File: config.mk
export PLATFORM = sky130hd
export DESIGN_NAME = fetch_queue
export DESIGN_NICKNAME = d
export VERILOG_FILES = /design/src/rtl/fetch_pkg.sv /design/src/rtl/fetch_fifo.sv /design/src/rtl/fetch_queue.sv
export SDC_FILE = /design/constraint.sdc
export NUM_CORES = 1
export LEC_CHECK = 0
export CAP_MARGIN = 20
export CORE_MARGIN = 10
export CORE_UTILIZATION = 53
export CTS_CLUSTER_DIAMETER = 150
export DETAILED_ROUTE_END_ITERATION = 10
export GPL_TIMING_DRIVEN = 0
export HOLD_SLACK_MARGIN = 0.15
export PLACE_DENSITY = 0.87
export SLEW_MARGIN = 20
export SYNTH_ARGS = -nofsm -noshare
export SYNTH_HDL_FRONTEND = slang
export SYNTH_SLANG_ARGS = --single-unit
File: constraint.sdc
create_clock -name clock -period 4.3 [get_ports clock]
set_clock_uncertainty 0.05 [all_clocks]
set_input_delay 0.86 -clock clock [delete_from_list [all_inputs] [get_ports clock]]
set_output_delay 0.86 -clock clock [all_outputs]
set_load 0.01 [all_outputs]
File: src/rtl/fetch_pkg.sv
// fetch_pkg: shared types and sizing for the two-wide fetch stage.
// Holds the queue entry layout {pc, inst} used by fetch_queue and fetch_fifo.
package fetch_pkg;

    localparam int XLEN        = 32;
    localparam int FQ_DEPTH    = 8;
    localparam int FETCH_WIDTH = 2;

    typedef struct packed {
        logic [XLEN-1:0] pc;
        logic [31:0]     inst;
    } fq_entry_t;

endpackage

File: src/rtl/fetch_fifo.sv
// fetch_fifo: 2-in/2-out circular buffer of fq_entry_t with sync clear.
// Ports: push_cnt/push_data in, pop_cnt in, head_data (head, head+1) and count out.
module fetch_fifo
    import fetch_pkg::*;
#(
    parameter int DEPTH = 8
) (
    input  logic                         clock,
    input  logic                         reset,
    input  logic                         clear,
    input  logic [1:0]                   push_cnt,
    input  fq_entry_t [1:0]              push_data,
    input  logic [1:0]                   pop_cnt,
    output fq_entry_t [1:0]              head_data,
    output logic [$clog2(DEPTH):0]       count
);

    localparam int PW = $clog2(DEPTH);
    localparam int CW = PW + 1;

    fq_entry_t     mem [DEPTH];
    logic [PW-1:0] head;
    logic [PW-1:0] tail;
    logic [PW-1:0] head_p1;
    logic [PW-1:0] tail_p1;
    logic [1:0]    pop_lim;
    logic [1:0]    eff_pop;

    assign head_p1 = head + PW'(1);
    assign tail_p1 = tail + PW'(1);

    // Pops beyond the current occupancy are clamped so the
    // pointers never run past the tail.
    always_comb begin
        pop_lim = (pop_cnt == 2'd3) ? 2'd2 : pop_cnt;
        eff_pop = 2'd0;
        unique case (1'b1)
            (count == '0): begin
                eff_pop = 2'd0;
            end
            (count == CW'(1)): begin
                eff_pop = (pop_lim != 2'd0) ? 2'd1 : 2'd0;
            end
            (count > CW'(1)): begin
                eff_pop = pop_lim;
            end
        endcase
    end

    always_ff @(posedge clock) begin
        if (!clear) begin
            if (push_cnt != 2'd0) begin
                mem[tail] <= push_data[0];
            end
            if (push_cnt == 2'd2) begin
                mem[tail_p1] <= push_data[1];
            end
        end
    end

    always_ff @(posedge clock) begin
        if (reset || clear) begin
            head  <= '0;
            tail  <= '0;
            count <= '0;
        end else begin
            head  <= head + PW'(eff_pop);
            tail  <= tail + PW'(push_cnt);
            count <= count + CW'(push_cnt) - CW'(eff_pop);
        end
    end

    assign head_data[0] = mem[head];
    assign head_data[1] = mem[head_p1];

endmodule

File: src/rtl/fetch_queue.sv
// fetch_queue: drives the icache fetch PC, splits 64-bit lines into two
// instructions, queues them and presents the two oldest to dispatch.
module fetch_queue #(
    parameter int XLEN     = fetch_pkg::XLEN,
    parameter int FQ_DEPTH = fetch_pkg::FQ_DEPTH
) (
    input  logic                          clock,
    input  logic                          reset,
    input  logic [63:0]                   Icache_data_in,
    input  logic                          Icache_valid_in,
    output logic [XLEN-1:0]               proc2Icache_addr,
    input  logic                          redirect_valid,
    input  logic [XLEN-1:0]               redirect_pc,
    input  logic [1:0]                    dispatch_take,
    output logic [1:0][31:0]              inst_out,
    output logic [1:0][XLEN-1:0]          pc_out,
    output logic [1:0]                    inst_valid_out,
    output logic [$clog2(FQ_DEPTH):0]     fq_count
);

    import fetch_pkg::*;

    localparam int CW = $clog2(FQ_DEPTH) + 1;

    logic [XLEN-1:0] fetch_pc;
    logic [XLEN-1:0] redirect_base;
    logic [XLEN-1:0] pc_step;
    logic [CW-1:0]   count;
    logic            enq;
    logic [1:0]      push_cnt;
    fq_entry_t [1:0] push_data;
    fq_entry_t [1:0] head_data;
    logic            unused_redirect_lsbs;

    assign redirect_base        = {redirect_pc[XLEN-1:2], 2'b00};
    assign unused_redirect_lsbs = ^redirect_pc[1:0];

    // Space check uses the registered count only; entries leaving
    // this cycle do not make room for the incoming line.
    always_comb begin
        enq = Icache_valid_in && !redirect_valid
            && ((CW'(FQ_DEPTH) - count) >= CW'(2));

        push_cnt          = 2'd0;
        pc_step           = '0;
        push_data[0].pc   = fetch_pc;
        push_data[0].inst = Icache_data_in[31:0];
        push_data[1].pc   = fetch_pc + XLEN'(4);
        push_data[1].inst = Icache_data_in[63:32];

        unique case (1'b1)
            !enq: begin
                push_cnt = 2'd0;
            end
            (enq && !fetch_pc[2]): begin
                push_cnt = 2'd2;
                pc_step  = XLEN'(8);
            end
            // Odd-word PC: only the upper half is useful, and the
            // +4 step lands on the next line boundary.
            (enq && fetch_pc[2]): begin
                push_cnt          = 2'd1;
                pc_step           = XLEN'(4);
                push_data[0].inst = Icache_data_in[63:32];
            end
        endcase
    end

    always_ff @(posedge clock) begin
        if (reset) begin
            fetch_pc <= '0;
        end else if (redirect_valid) begin
            fetch_pc <= redirect_base;
        end else if (enq) begin
            fetch_pc <= fetch_pc + pc_step;
        end
    end

    fetch_fifo #(
        .DEPTH (FQ_DEPTH)
    ) u_fifo (
        .clock     (clock),
        .reset     (reset),
        .clear     (redirect_valid),
        .push_cnt  (push_cnt),
        .push_data (push_data),
        .pop_cnt   (dispatch_take),
        .head_data (head_data),
        .count     (count)
    );

    assign proc2Icache_addr  = fetch_pc;
    assign fq_count          = count;
    assign inst_valid_out[0] = (count > CW'(0));
    assign inst_valid_out[1] = (count > CW'(1));
    assign inst_out[0]       = head_data[0].inst;
    assign inst_out[1]       = head_data[1].inst;
    assign pc_out[0]         = head_data[0].pc;
    assign pc_out[1]         = head_data[1].pc;

endmodule
# Yosys cells after proc, flatten, opt, wreduce, memory -nomap -nowiden
# Memories as Yosys holds them, arrays and structs flattened. A register that Yosys moved wholly into a read port is not among the register bits.
# Cells that the tools add are included.
# word_totals
ff_bits	42
latchBits	0
ramBits	512
rom_bits	0
input_bits	102
out_inout_bits	166
word_cells	49
n_memories	1
# mem_list
memory	words	width	read_ports	rd_clocked_by_memory_dff	wr	line_no	rtl
u_fifo.mem	8	64	2	1	2	fetch_fifo.sv:21	fq_entry_t mem [DEPTH];
# classes
addsub	9
mul	0
div_mod_pow	0
magnitude_cmp	3
n_eq_ne	3
n_shift	0
n_mux	15
bitwise_logic	0
n_reduce_logical	13
# op_table
operator	n
2-to-1 mux 32 bit	3
adder 32 x 3 -> 32 bit, second input constant	1
adder 32 bit	1
case mux 2 bit (3 select lines)	2
greater-than comparator 4 x 1 -> 1 bit, second input constant	2
case mux 4 bit (2 select lines)	1
2-to-1 mux 1 bit	7
adder 3 x 1 -> 3 bit, second input constant	2
adder 3 x 2 -> 3 bit	2
nonzero test 2 bit	3
adder 4 x 2 -> 4 bit	1
== test 2 bit, second input constant	2
== test 4 x 1 -> 1 bit, second input constant	1
>= comparator 4 x 2 -> 1 bit, second input constant	1
logical AND 1 bit	4
logical NOT 4 bit	1
subtractor 4 x 2 -> 4 bit	1
subtractor 4 bit, first input constant	1
logical NOT 1 bit	3
2-to-1 mux 3 bit	1
2-to-1 mux 2 bit	1
OR reduction 2 bit	1
logical OR 1 bit	1

# Logic depth before layout (Yosys ltp)
# logic_depth
ltp_word	9
ltp_mapped	16
ltp_nobuf	15

# Modules after synthesis
# A second synthesis with hierarchy kept.
# unflattened
hier_cells	2005
area_unflattened_um2	33050.4
# modules_own_cells
mod	n_inst	cells_each	area_each_um2	seq_area_each_um2
fetch_fifo	1	1621	30010.0	15574.9
fetch_queue	1	384	3040.4	600.6

# Worst setup path before layout
# Ideal clock, no wire load.
# synth_path
path_type	input to register
start	input port redirect_valid
end	memory u_fifo.mem[7][0] (netlist bit), enable pin
setup_ns	0.423
arrival_ns	3.720
t_required_ns	3.827
setup_slack_ns	0.106
path_stages	6
n_path_buf	2
cell_sequence	clkbuf_1 clkinv_1 o211ai_2 nor4_2 clkbuf_1 a41o_1
# synth_rtl
item	line_no	rtl
start: declaration	fetch_queue.sv:12	input logic redirect_valid,
end: declaration	fetch_fifo.sv:21	

==> impl_metrics.toml <==
[finish]
final_nets = 2455
utilization = 0.641
areaGrowthSynthToFinish_pct = 20.0
n_fill_cell = 3854
drive_gt1_frac = 0.348

[global_route]
grt_max_degree = 39
grt_pass1_wl_um = 138000
overflow = 0
grt_usage = 0.276
grt_pass1_vias = 21400
grt_antenna_before_repair = 10

[power]
finalPower_mw = 16.6
ir_drop_mv = 0.351
seq_power_share = 0.379
p_leak_nw = 11.1
comb_power_share = 0.336
p_int_mw = 11.6
cellPowerDensity_nw_per_um2 = 459
clock_power_share = 0.285
switching_share = 0.299
power_switching_mw = 4.96

[hold_path]
hold_class = "reg -> reg"
worstHoldStart = "proc2Icache_addr[13]$_SDFFE_PP0P_"
holdPathStages = 1
min_to = "u_fifo.mem[5][45]$_DFFE_PP_"

[sta]
tns_ps = 0
drv_slew = 0
finalHoldViolCount = 0
grt_setup_unrepaired = "true"
fmax_mhz = 236
fin_ws_ps = 64.6
setup_viol = 0
fin_crit_sh = 0.985
worstMarginPinSlew_ps = 1070
slew_headroom = 0.284
fin_crit_ps = 4240

[floorplan]
die_area_um2 = 66700
start_util = 0.534
ios = 268
chipWidth_um = 258
fp-row-count = 87
core_um2 = 56300
die_h_um = 258

[setup_path]
start_kind = "flop"
rrSetupSlack_ps = 80
worstPathCellList = "clkbuf_1, buf_4, clkbuf_4, clkbuf_4, mux4_2, mux2_2, clkdlybuf4s50_1"
cp-end-kind = "output pin"
r2r-start = "u_fifo.tail[1]$_SDFF_PP0_"
r2r_cells = 7
r2r_end = "u_fifo.mem[6][2]$_DFFE_PP_"
required_ps = 3390
slowest_stage = "clkdlybuf4s50_1"
critPathKind = "reg -> out"
cp_max_fo = 10
cp_common_cell = "clkbuf_4"
cpPeakStageDelay_ps = 510
crit_arrival_ps = 3330

[routing]
drtIter0Drc = 2843
vias_per_cell = 6.55
ant_nets = 0
wl_per_cell_um = 29.9
wl_um = 93700
via_count = 20500
drcViolationCount = 0
firstDrtPassIters = 6

[placement]
dp_slack_ps = -775
portBuffers = 257
place_congestion = 0.921
post-dp-hpwl_um = 61700

[clock_tree]
clkTransAtPathRegs_ps = 60
clk_path_buf_depth = 3
cts_tree = "yes"
cts_root_buffer = "clkbuf_16"
cts_sinks = 536
htreeDepth = 2
cts-hold-fix-buffers = 0
clk_latency_ps = 620
cts_buffers = 56

[run]
maxCapViolations = 0

[synth]
ys_warn_count = 0
synth-edff-count = 496
synth_area_per_cell_um2 = 15.1
synth_cells = 1997
async_flop_share = 0
ys_types = 53
ys.flop_type = "edfxtp_1"
syn_area_um2 = 30100
ys_ff_latch = 536
ys_seq_area_frac = 0.522

[outcome]
status = "finished clean"
-- registers in the layout, indices dropped and copies added, names as in the netlist --
name              count
u_fifo.count          4
u_fifo.head           3
u_fifo.tail           3
proc2Icache_addr     30
u_fifo.mem          496
-- Yosys cell counts, types with 3 or more instances --
library cell / instances / area, um2
buf_4: 6 / 45.0
fa_1: 5 / 100
nand2_1: 151 / 567
a21oi_1: 26 / 130
edfxtp_1: 496 / 14900
nor3_1: 14 / 70.1
mux4_2: 248 / 5590
inv_1: 23 / 86.3
o211ai_1: 3 / 22.5
xor2_1: 11 / 96.3
a211oi_1: 16 / 120
dfxtp_1: 40 / 801
nor3_2: 4 / 40.0
and2_1: 5 / 31.3
xnor2_1: 124 / 1090
nor2_1: 62 / 233
o21ai_0: 16 / 80.1
or2_2: 5 / 31.3
buf_1: 28 / 105
nand3_1: 12 / 60.1
buf_2: 3 / 15.0
or3_1: 3 / 18.8
nor2b_1: 5 / 31.3
mux2_2: 380 / 4280
a31oi_1: 4 / 25.0
clkbuf_1: 236 / 886
a21o_1: 3 / 22.5
nand4_1: 9 / 56.3
nor4_1: 4 / 25.0
mux2i_1: 3 / 30.0
ha_1: 14 / 175
nor4_2: 4 / 50.1
a31o_2: 6 / 52.6
-- placed cells by master, fill, tap and decap left out, types with 27 or more instances in the layout --
cell,Yosys,layout
xnor2_1,124,124
nand2_1,151,150
mux4_2,248,248
clkdlybuf4s50_1,0,257
clkbuf_1,236,203
mux2_2,380,380
nor2_1,62,61
clkbuf_16,0,57
edfxtp_1,496,496
buf_4,6,27
dfxtp_1,40,39
-- critical path, delay by kind of cell (launching register included) --
family,cells,cell delay (ps)
buf+inv,5,1640
flops,1,410
mux,2,670
-- how the worst max path moves through the flow --
stage	startpoint	endpoint	slack (ps)
after floorplan	redirect_valid	u_fifo.mem[7][0]$_DFFE_PP_	110
after global placement	redirect_valid	u_fifo.mem[7][8]$_DFFE_PP_	-2880
after detailed placement	redirect_valid	proc2Icache_addr[22]$_SDFFE_PP0P_	-770
after CTS	u_fifo.head[0]$_SDFF_PP0_	pc_out[30]	-2
after global routing	u_fifo.head[0]$_SDFF_PP0_	pc_out[38]	-9
final	u_fifo.head[0]$_SDFF_PP0_	inst_out[1]	60
-- through the flow --
step	hold WS (ps)	std cells	instance area, um2
after floorplan	528	2002	30100
after global placement	579	3015	33600
after detailed placement	586	3030	34000
after CTS	597	3126	36000
after global routing	620	3135	36100
final	603	3137	36100
-- per-layer routing --
metal,vias to the layer above,global-route usage,part of all wire
met2,1569,0.440,0.48
met1,10300,0.347,0.35
met3,325,0.0778,0.13
met5,-,0,0.00043
li1,8354,-,-
met4,6,0.129,0.049
-- layout make-up --
| class | instances | area [um2] | area share |
|---|---|---|---|
| Sequential cell | 536 | 15700 | 0.435 |
| Inverter | 25 | 93.8 | 0.00260 |
| Tap cell | 756 | 946 | 0.0262 |
| Timing Repair Buffer | 276 | 2900 | 0.0804 |
| Antenna cell | 7 | 17.5 | 0.000485 |
| Clock inverter | 25 | 203 | 0.00562 |
| Buffer | 271 | 1230 | 0.0342 |
| Multi-Input combinational cell | 1168 | 13400 | 0.373 |
| Clock buffer | 73 | 1550 | 0.0429 |
-- cell families after synthesis --
| group | share of synthesized area |
|---|---|
| AOI/OAI and AO/OA | 0.0193 |
| DFF | 0.522 |
| other | 0.000125 |
| adders and majority gates | 0.00915 |
| buffers and inverters | 0.0382 |
| muxes | 0.329 |
| xor gates and xnor gates | 0.0393 |
| and+or+nand+nor | 0.0430 |
-- power groups by stage --
stage,clock (mW),sequential (mW),combinational (mW)
floorplan,0,6.33,3.06
global placement,0,6.36,5.21
detailed placement,0,6.38,5.39
CTS,4.72,6.27,5.52
global route,4.93,6.30,5.84
finish,4.72,6.28,5.58
-- what timing repair did --
item                                    4_1_cts  5_1_grt
endpoints found under the setup margin      343      248
cloned                                        1        0
gates resized for setup                     125       26
pin swaps                                     0        1
buffers inserted                              0        4
Note: power is estimated with default switching activity, not from simulation.
